--- src/rtl/m_dbus_arb.sv ---
// Data-bus arbiter between the LSU and the page-table walker: round-robin grant,
// registered bus request held until ack or timeout, flush-aware LSU completion.
module m_dbus_arb #(
  parameter int unsigned TIMEOUT = 255,
  parameter int unsigned CNT_W   = 16
) (
  input  logic        clk,
  input  logic        rst,
  input  logic        lsu_ld_req,
  input  logic        lsu_st_req,
  input  logic [31:0] lsu_addr,
  input  logic [31:0] lsu_wdata,
  input  logic [3:0]  lsu_byte_enable,
  input  logic        lsu_flush,
  input  logic        ptw_req,
  input  logic [31:0] ptw_addr,
  input  logic [31:0] dbus_rdata,
  input  logic        dbus_ack,
  output logic        lsu_ack,
  output logic [31:0] lsu_rdata,
  output logic        lsu_err,
  output logic        ptw_ack,
  output logic [31:0] ptw_rdata,
  output logic        ptw_err,
  output logic [31:0] dbus_addr,
  output logic        dbus_ld_req,
  output logic        dbus_st_req,
  output logic [31:0] dbus_wdata,
  output logic [3:0]  dbus_byte_enable,
  output logic        arb_busy
);

  typedef enum logic [1:0] {IDLE, LSU_XFER, PTW_XFER} state_t;

  localparam logic [CNT_W-1:0] TMO_LAST = CNT_W'(TIMEOUT - 1);

  state_t            state_q, state_d;
  logic              last_ptw_q, last_ptw_d;
  logic [CNT_W-1:0]  cnt_q, cnt_d;
  logic              killed_q, killed_d;
  logic [31:0]       addr_q, addr_d;
  logic [31:0]       wdata_q, wdata_d;
  logic [3:0]        be_q, be_d;
  logic              ld_q, ld_d;
  logic              st_q, st_d;

  logic lsu_valid, grant_lsu, grant_ptw, timeout_hit, lsu_drop;

  always_comb begin
    lsu_valid   = (lsu_ld_req | lsu_st_req) & ~lsu_flush;
    grant_lsu   = lsu_valid & (~ptw_req | last_ptw_q);
    grant_ptw   = ptw_req & (~lsu_valid | ~last_ptw_q);
    timeout_hit = (TIMEOUT != 32'd0) && (state_q != IDLE) && !dbus_ack && (cnt_q == TMO_LAST);
    lsu_drop    = killed_q | lsu_flush;

    // A synchronous reset landing mid-transfer abandons it silently.
    lsu_ack   = !rst && (state_q == LSU_XFER) && dbus_ack && !lsu_drop;
    lsu_err   = !rst && (state_q == LSU_XFER) && timeout_hit && !lsu_drop;
    ptw_ack   = !rst && (state_q == PTW_XFER) && dbus_ack;
    ptw_err   = !rst && (state_q == PTW_XFER) && timeout_hit;
    lsu_rdata = lsu_ack ? dbus_rdata : '0;
    ptw_rdata = ptw_ack ? dbus_rdata : '0;
  end

  always_comb begin
    state_d    = state_q;
    last_ptw_d = last_ptw_q;
    cnt_d      = cnt_q;
    killed_d   = killed_q;
    addr_d     = addr_q;
    wdata_d    = wdata_q;
    be_d       = be_q;
    ld_d       = ld_q;
    st_d       = st_q;
    case (state_q)
      IDLE: begin
        if (grant_lsu) begin
          state_d    = LSU_XFER;
          last_ptw_d = 1'b0;
          addr_d     = lsu_addr;
          wdata_d    = lsu_wdata;
          be_d       = lsu_byte_enable;
          st_d       = lsu_st_req;
          ld_d       = lsu_ld_req & ~lsu_st_req;
          cnt_d      = '0;
          killed_d   = 1'b0;
        end else if (grant_ptw) begin
          state_d    = PTW_XFER;
          last_ptw_d = 1'b1;
          addr_d     = ptw_addr;
          wdata_d    = '0;
          be_d       = '1;
          st_d       = 1'b0;
          ld_d       = 1'b1;
          cnt_d      = '0;
          killed_d   = 1'b0;
        end
      end
      default: begin
        if (state_q == LSU_XFER && lsu_flush) killed_d = 1'b1;
        if (dbus_ack || timeout_hit) begin
          state_d = IDLE;
          ld_d    = 1'b0;
          st_d    = 1'b0;
        end else begin
          cnt_d = cnt_q + CNT_W'(1);
        end
      end
    endcase
  end

  always_ff @(posedge clk) begin
    if (rst) begin
      state_q    <= IDLE;
      last_ptw_q <= 1'b1;
      cnt_q      <= '0;
      killed_q   <= 1'b0;
      addr_q     <= '0;
      wdata_q    <= '0;
      be_q       <= '0;
      ld_q       <= 1'b0;
      st_q       <= 1'b0;
    end else begin
      state_q    <= state_d;
      last_ptw_q <= last_ptw_d;
      cnt_q      <= cnt_d;
      killed_q   <= killed_d;
      addr_q     <= addr_d;
      wdata_q    <= wdata_d;
      be_q       <= be_d;
      ld_q       <= ld_d;
      st_q       <= st_d;
    end
  end

  assign dbus_addr        = addr_q;
  assign dbus_wdata       = wdata_q;
  assign dbus_byte_enable = be_q;
  assign dbus_ld_req      = ld_q;
  assign dbus_st_req      = st_q;
  assign arb_busy         = (state_q != IDLE);

endmodule
--- config.mk ---
export PLATFORM = sky130hd
export DESIGN_NAME = m_dbus_arb
export DESIGN_NICKNAME = d
export VERILOG_FILES = /design/src/rtl/m_dbus_arb.sv
export SDC_FILE = /design/constraint.sdc
export NUM_CORES = 1
export LEC_CHECK = 0
export CORE_MARGIN = 2
export CORE_UTILIZATION = 33
export CTS_CLUSTER_DIAMETER = 120
export CTS_CLUSTER_SIZE = 24
export DETAILED_ROUTE_END_ITERATION = 7
export PLACE_DENSITY = 0.74
export SYNTH_ARGS = -nofsm -noshare
export SYNTH_HDL_FRONTEND = slang
export SYNTH_SLANG_ARGS = --single-unit
--- constraint.sdc ---
create_clock -name clk -period 1.6 [get_ports clk]
set_input_delay 0.32 -clock clk [delete_from_list [all_inputs] [get_ports clk]]
set_output_delay 0.32 -clock clk [all_outputs]
set_load 0.02 [all_outputs]
; ---- Yosys cells after proc, flatten, opt, wreduce, memory -nomap -nowiden
; Cells that the tools add are included.
[totals]
regBits = 90
inputBits = 139
wordCells = 79
[classes]
n_addsub = 1
eq_ne = 5
mux = 27
n_bitwise = 13
reduce_logical = 24
[ops]
columns = cell, n
row1 = 2-to-1 mux 32 bit, 6
row2 = 2-to-1 mux 16 bit, 4
row3 = "adder 16 x 1 -> 16 bit, second input constant", 1
row4 = "equality test 16 x 8 -> 1 bit, second input constant", 1
row5 = logical AND 1 bit, 11
row6 = 2-to-1 mux 1 bit, 11
row7 = 2-to-1 mux 2 bit, 4
row8 = 2-to-1 mux 4 bit, 2
row9 = AND reduction 2 bit, 4
row10 = nonzero test 2 bit, 4
row11 = NOT 1 bit, 5
row12 = AND 1 bit, 4
row13 = OR 1 bit, 4
row14 = logical NOT 1 bit, 3
row15 = "inequality test 3 bit, second input constant", 1
row16 = "equality test 2 x 1 -> 1 bit, second input constant", 1
row17 = "equality test 2 bit, second input constant", 1
row18 = logical NOT 2 bit, 1
row19 = "inequality test 2 x 1 -> 1 bit, second input constant", 1
row20 = logical OR 1 bit, 1

; ---- Logic depth before layout (Yosys ltp)
[logic_depth]
depth_word = 8
depth_mapped = 7
depth_no_buf = 6

; ---- Worst setup path after synthesis
; Ideal clock, no wire load.
[synth_path]
path_type = reg-to-output
from = register state_q[1]
to = output lsu_rdata[22]
arrival_ps = 1581
required_time_ps = 1280
setup_slack_ps = -301
stages_incl_launch_ff = 5
path_buffers = 1
cell_sequence = dfxtp_1 > or4b_1 > nor2_1 > buf_2 > and2_1
[synth_via]
elab_chain_cells = 5
[synth_lines]
columns = item, line_no
row1 = "start, declared", 37  ; state_t state_q, state_d;
row2 = "start signal, assigned", 124  ; state_q <= state_d;
row3 = equality test 2 x 1 -> 1 bit, 57  ; lsu_ack = !rst && (state_q == LSU_XFER) && dbus_ack && !lsu_drop;
row4 = logical AND 1 bit (3 in series), 57
row5 = net lsu_ack, 19  ; output logic lsu_ack,
row6 = 2-to-1 mux 32 bit, 61  ; lsu_rdata = lsu_ack ? dbus_rdata : '0;
row7 = "end, declared", 20  ; output logic [31:0] lsu_rdata,
; The timed path passes the listed nets, and every way through them passes these cells.

; ---- Worst setup path in the final report
[layout_path]
from = register state_q[1]
to = output lsu_rdata[23]
[layout_via]
elab_chain_cells = 5
[layout_lines]
columns = item, line_no
row1 = equality test 2 x 1 -> 1 bit, 57
row2 = logical AND 1 bit (3 in series), 57
row3 = 2-to-1 mux 32 bit, 61
; Every way passes these cells.

==> impl_summary.log <==
[metrics] vias after detailed routing: 5424
[metrics] pin count of the biggest net entering global routing: 48
[metrics] register bit total from synthesis: 90
[metrics] most common library cell in the layout ignoring fill and taps: sky130_fd_sc_hd__clkdlybuf4s50_1
[metrics] worst IR drop on VDD: 0.0006101 V
[metrics] routed length on met3: 1639 µm
[metrics] worst endpoint required time: 1280 ps
[metrics] status: finished, violations left
[metrics] count of inserted antenna diode cells: 0
[metrics] Worst-Skew Late Latency: 340 ps
[metrics] Global Route Usage Sum: 24.51%
[metrics] number of vias per cell: 5.261
[metrics] violated checks: negative setup slack
[metrics] FILL cells: 947
[metrics] Initial DRC Count: 327
[metrics] first-pass GRT wire length: 26010 µm
[metrics] Static Leak: 4.084 nW
[metrics] share of post-route cells with drive strength above 1: 37.95%
[metrics] global placement routability congestion: 0.8244
[metrics] distinct cell type count of the synthesized netlist: 53
[metrics] Most used DFF post-synth: sky130_fd_sc_hd__dfxtp_1
[metrics] Critical-path top delay cell: sky130_fd_sc_hd__or4b_4
[metrics] capturing element of the worst setup path: lsu_rdata[23]
[metrics] type of the worst setup path: flop to output port
[metrics] die height: 116.8 µm
[metrics] max frequency: 452.6 MHz
[metrics] total number of nets in the final design: 995
[metrics] Tightest Hold Check Type: primary input to flop
[metrics] via count of the first global-routing pass: 5072
[metrics] CTS clk-pin slew, worst paths: 70 ps
[metrics] Max Slew Vio Count: 0
[metrics] min Tclk post-route: 2210 ps
[metrics] Clock Tree Root: sky130_fd_sc_hd__clkbuf_16
[metrics] portion of the clock cycle consumed by the worst path in the final layout: 138.1%
[metrics] Crit. End Element: output port
[metrics] commonest cells after routing, fill and taps aside: sky130_fd_sc_hd__clkdlybuf4s50_1, sky130_fd_sc_hd__buf_4, sky130_fd_sc_hd__dfxtp_1, sky130_fd_sc_hd__nand2_1, sky130_fd_sc_hd__dlygate4sd2_1
[metrics] reg-to-reg endpoint: cnt_q[9]
[metrics] Cell Area, Synth: 4195 µm²
[metrics] Inserted Clock Buffers: 9
[metrics] Cells after Synth: 496
[metrics] setup repair after global routing missed its margin: true
[metrics] PortBufs: 277
[metrics] starting density of the core: 33.52%
[metrics] top layer in use: met4
[metrics] total core area: 12520 µm²
[metrics] EDFF count, synth: 0
[metrics] portion of the post-synthesis area used by sequential elements: 42.95%
[metrics] cells on worst reg2reg path: 7
[metrics] reported max-cap violation count: 0
[metrics] mean post-synth cell area: 8.458 µm²
[metrics] slack of the critical path: -609.6 ps
[metrics] net count after synthesis: 637
[metrics] detailed-route wire length: 19250 µm
[metrics] Met2 Wirelength: 9831 µm
[metrics] Max Root-Sink Buffers: 2
[metrics] initial antenna violation count: 0
[metrics] largest driver fanout on the critical path: 7
[metrics] sequential standard cell area: 1809 µm²
[metrics] share of async-settable or async-resettable flops after synthesis: 0%
[metrics] Worst slew margin: 70.31%
[metrics] largest clock skew in the final design: 6.446 ps
[metrics] worst-path cell chain: or4b_4 -> nor2_4 -> buf_12 -> clkbuf_16 -> and2_4 -> buf_6
[metrics] die outline area: 13630 µm²
[metrics] Final ANT Viol Nets: 0
[metrics] clock tree from TritonCTS: yes
[metrics] final hold violation count: 0
[metrics] number of clock sinks: 90
[metrics] half-perimeter wire length of the detailed placement result: 12460 µm
[metrics] RR Startpoint: cnt_q[0]
[metrics] worst stage delay on the critical path: 550 ps
[metrics] Synth Warn #: 0
[metrics] total power after layout: 0.007005 W
[metrics] crit path launch: state_q[1]
[metrics] number of iterations in the first detailed-routing pass: 7
[metrics] Power Dens Cells: 781.9 nW/µm²
[metrics] worst hold-check slack: 322.8 ps
[metrics] area growth from synthesis to layout: 113.6%
[metrics] DRC viols: 0
[metrics] Metal-1 WL: 7081 µm
[metrics] total congestion overflow: 0
[metrics] mean routed wirelength per cell: 18.67 µm
[metrics] final design utilization: 71.58%
[metrics] area of combinational cells with multiple inputs: 2738 µm²
[metrics] number of H-tree levels: 3
[metrics] Worst R2R Setup Slack: -180 ps
[metrics] # setup viols final: 136
[metrics] number of primary I/O pins: 278
[metrics] data arrival time of the critical path: 1890 ps
[metrics] Chip Width: 116.8 µm
[metrics] Cell Rows: 41
[metrics] slew at the pin with the worst max-slew slack: 445.4 ps
[metrics] launching element type of the critical path: flop
[metrics] CTS Hold Bufs: 0
synth_stat cells (all sizes together), types with 7 or more instances:
| master | count | area share [%] |
|---|---|---|
| nand2 | 76 | 6.8 |
| clkbuf | 21 | 1.9 |
| inv | 7 | 0.63 |
| a22o | 32 | 6.7 |
| nor3 | 7 | 0.95 |
| and2 | 66 | 9.8 |
| a311oi | 32 | 6.7 |
| buf | 16 | 1.9 |
| dfxtp | 90 | 43 |
| nand3 | 10 | 1.2 |
| nor2 | 51 | 4.6 |
| o21ai | 7 | 0.83 |
how the worst min path moves through the flow:
stage	endpoint	from	cells after the start
after floorplan	dbus_wdata[10]	lsu_wdata[10]	1
after global placement	dbus_wdata[29]	dbus_wdata[29]	1
after detailed placement	dbus_wdata[9]	dbus_wdata[9]	1
after CTS	killed_q	rst	3
after global routing	killed_q	rst	3
final	killed_q	rst	3
logic make-up after synthesis:
| group | synth area share (%) |
|---|---|
| AND/OR/NAND/NOR | 29.97 |
| adder cells (fa/ha/maj) | 0.5964 |
| buffers and inverters | 4.414 |
| flip-flops | 42.95 |
| AO/OA/AOI/OAI | 21.09 |
| multiplexers | 0.9842 |
report_power, final:
| group | internal [W] | switching [W] |
|---|---|---|
| Combinational | 0.00116 | 0.00107 |
| Sequential | 0.00244 | 0.000107 |
| Clock | 0.00134 | 0.000892 |
stage by stage:
| step | instance area, µm² | cells | TNS [ps] | setup slack (ps) |
|---|---|---|---|---|
| floorplan | 4387 | 496 | -2368 | -82.91 |
| CTS | 8471 | 1008 | -32470 | -599.0 |
| detailed placement | 7701 | 966 | -97750 | -1156 |
| finish | 8960 | 1031 | -31390 | -609.6 |
| global placement | 7701 | 966 | -92820 | -1128 |
| global route | 8960 | 1031 | -40290 | -666.8 |
cell type report:
| class | instances | area share, % |
|---|---|---|
| Clock inverter | 3 | 0.5167 |
| Sequential cell | 90 | 20.19 |
| Clock buffer | 13 | 3.016 |
| Timing Repair Buffer | 383 | 43.02 |
| Tap cell | 172 | 2.402 |
| Multi-Input combinational cell | 363 | 30.55 |
| Inverter | 7 | 0.2933 |
worst max-delay path, delay by kind of cell (launching register included):
family	cells	cell delay, ps
buffers and inverters	3	380
AND/OR/NAND/NOR	3	850
flip-flops	1	320
timing repair:
action,4_1_cts,5_1_grt
hold endpoints to repair,0,0
pin swaps,21,52
gates resized for setup,495,69
cloned,4,8
setup buffers,25,19
endpoints found under the setup margin,219,116
flip-flops by register name (all words and copies together) (netlist names):
register / count
dbus_addr: 32
dbus_wdata: 32
cnt_q: 16
dbus_byte_enable: 4
state_q: 2
dbus_ld_req: 1
dbus_st_req: 1
killed_q: 1
last_ptw_q: 1
routing by layer:
| layer | vias up | global-route usage [%] |
|---|---|---|
| met2 | 297 | 44.78 |
| met1 | 2558 | 26.74 |
| li1 | 2512 | - |
| met3 | 57 | 7.006 |
| met4 | 0 | 9.412 |
| met5 | - | 0 |
Power figures use the tool's default switching activity.
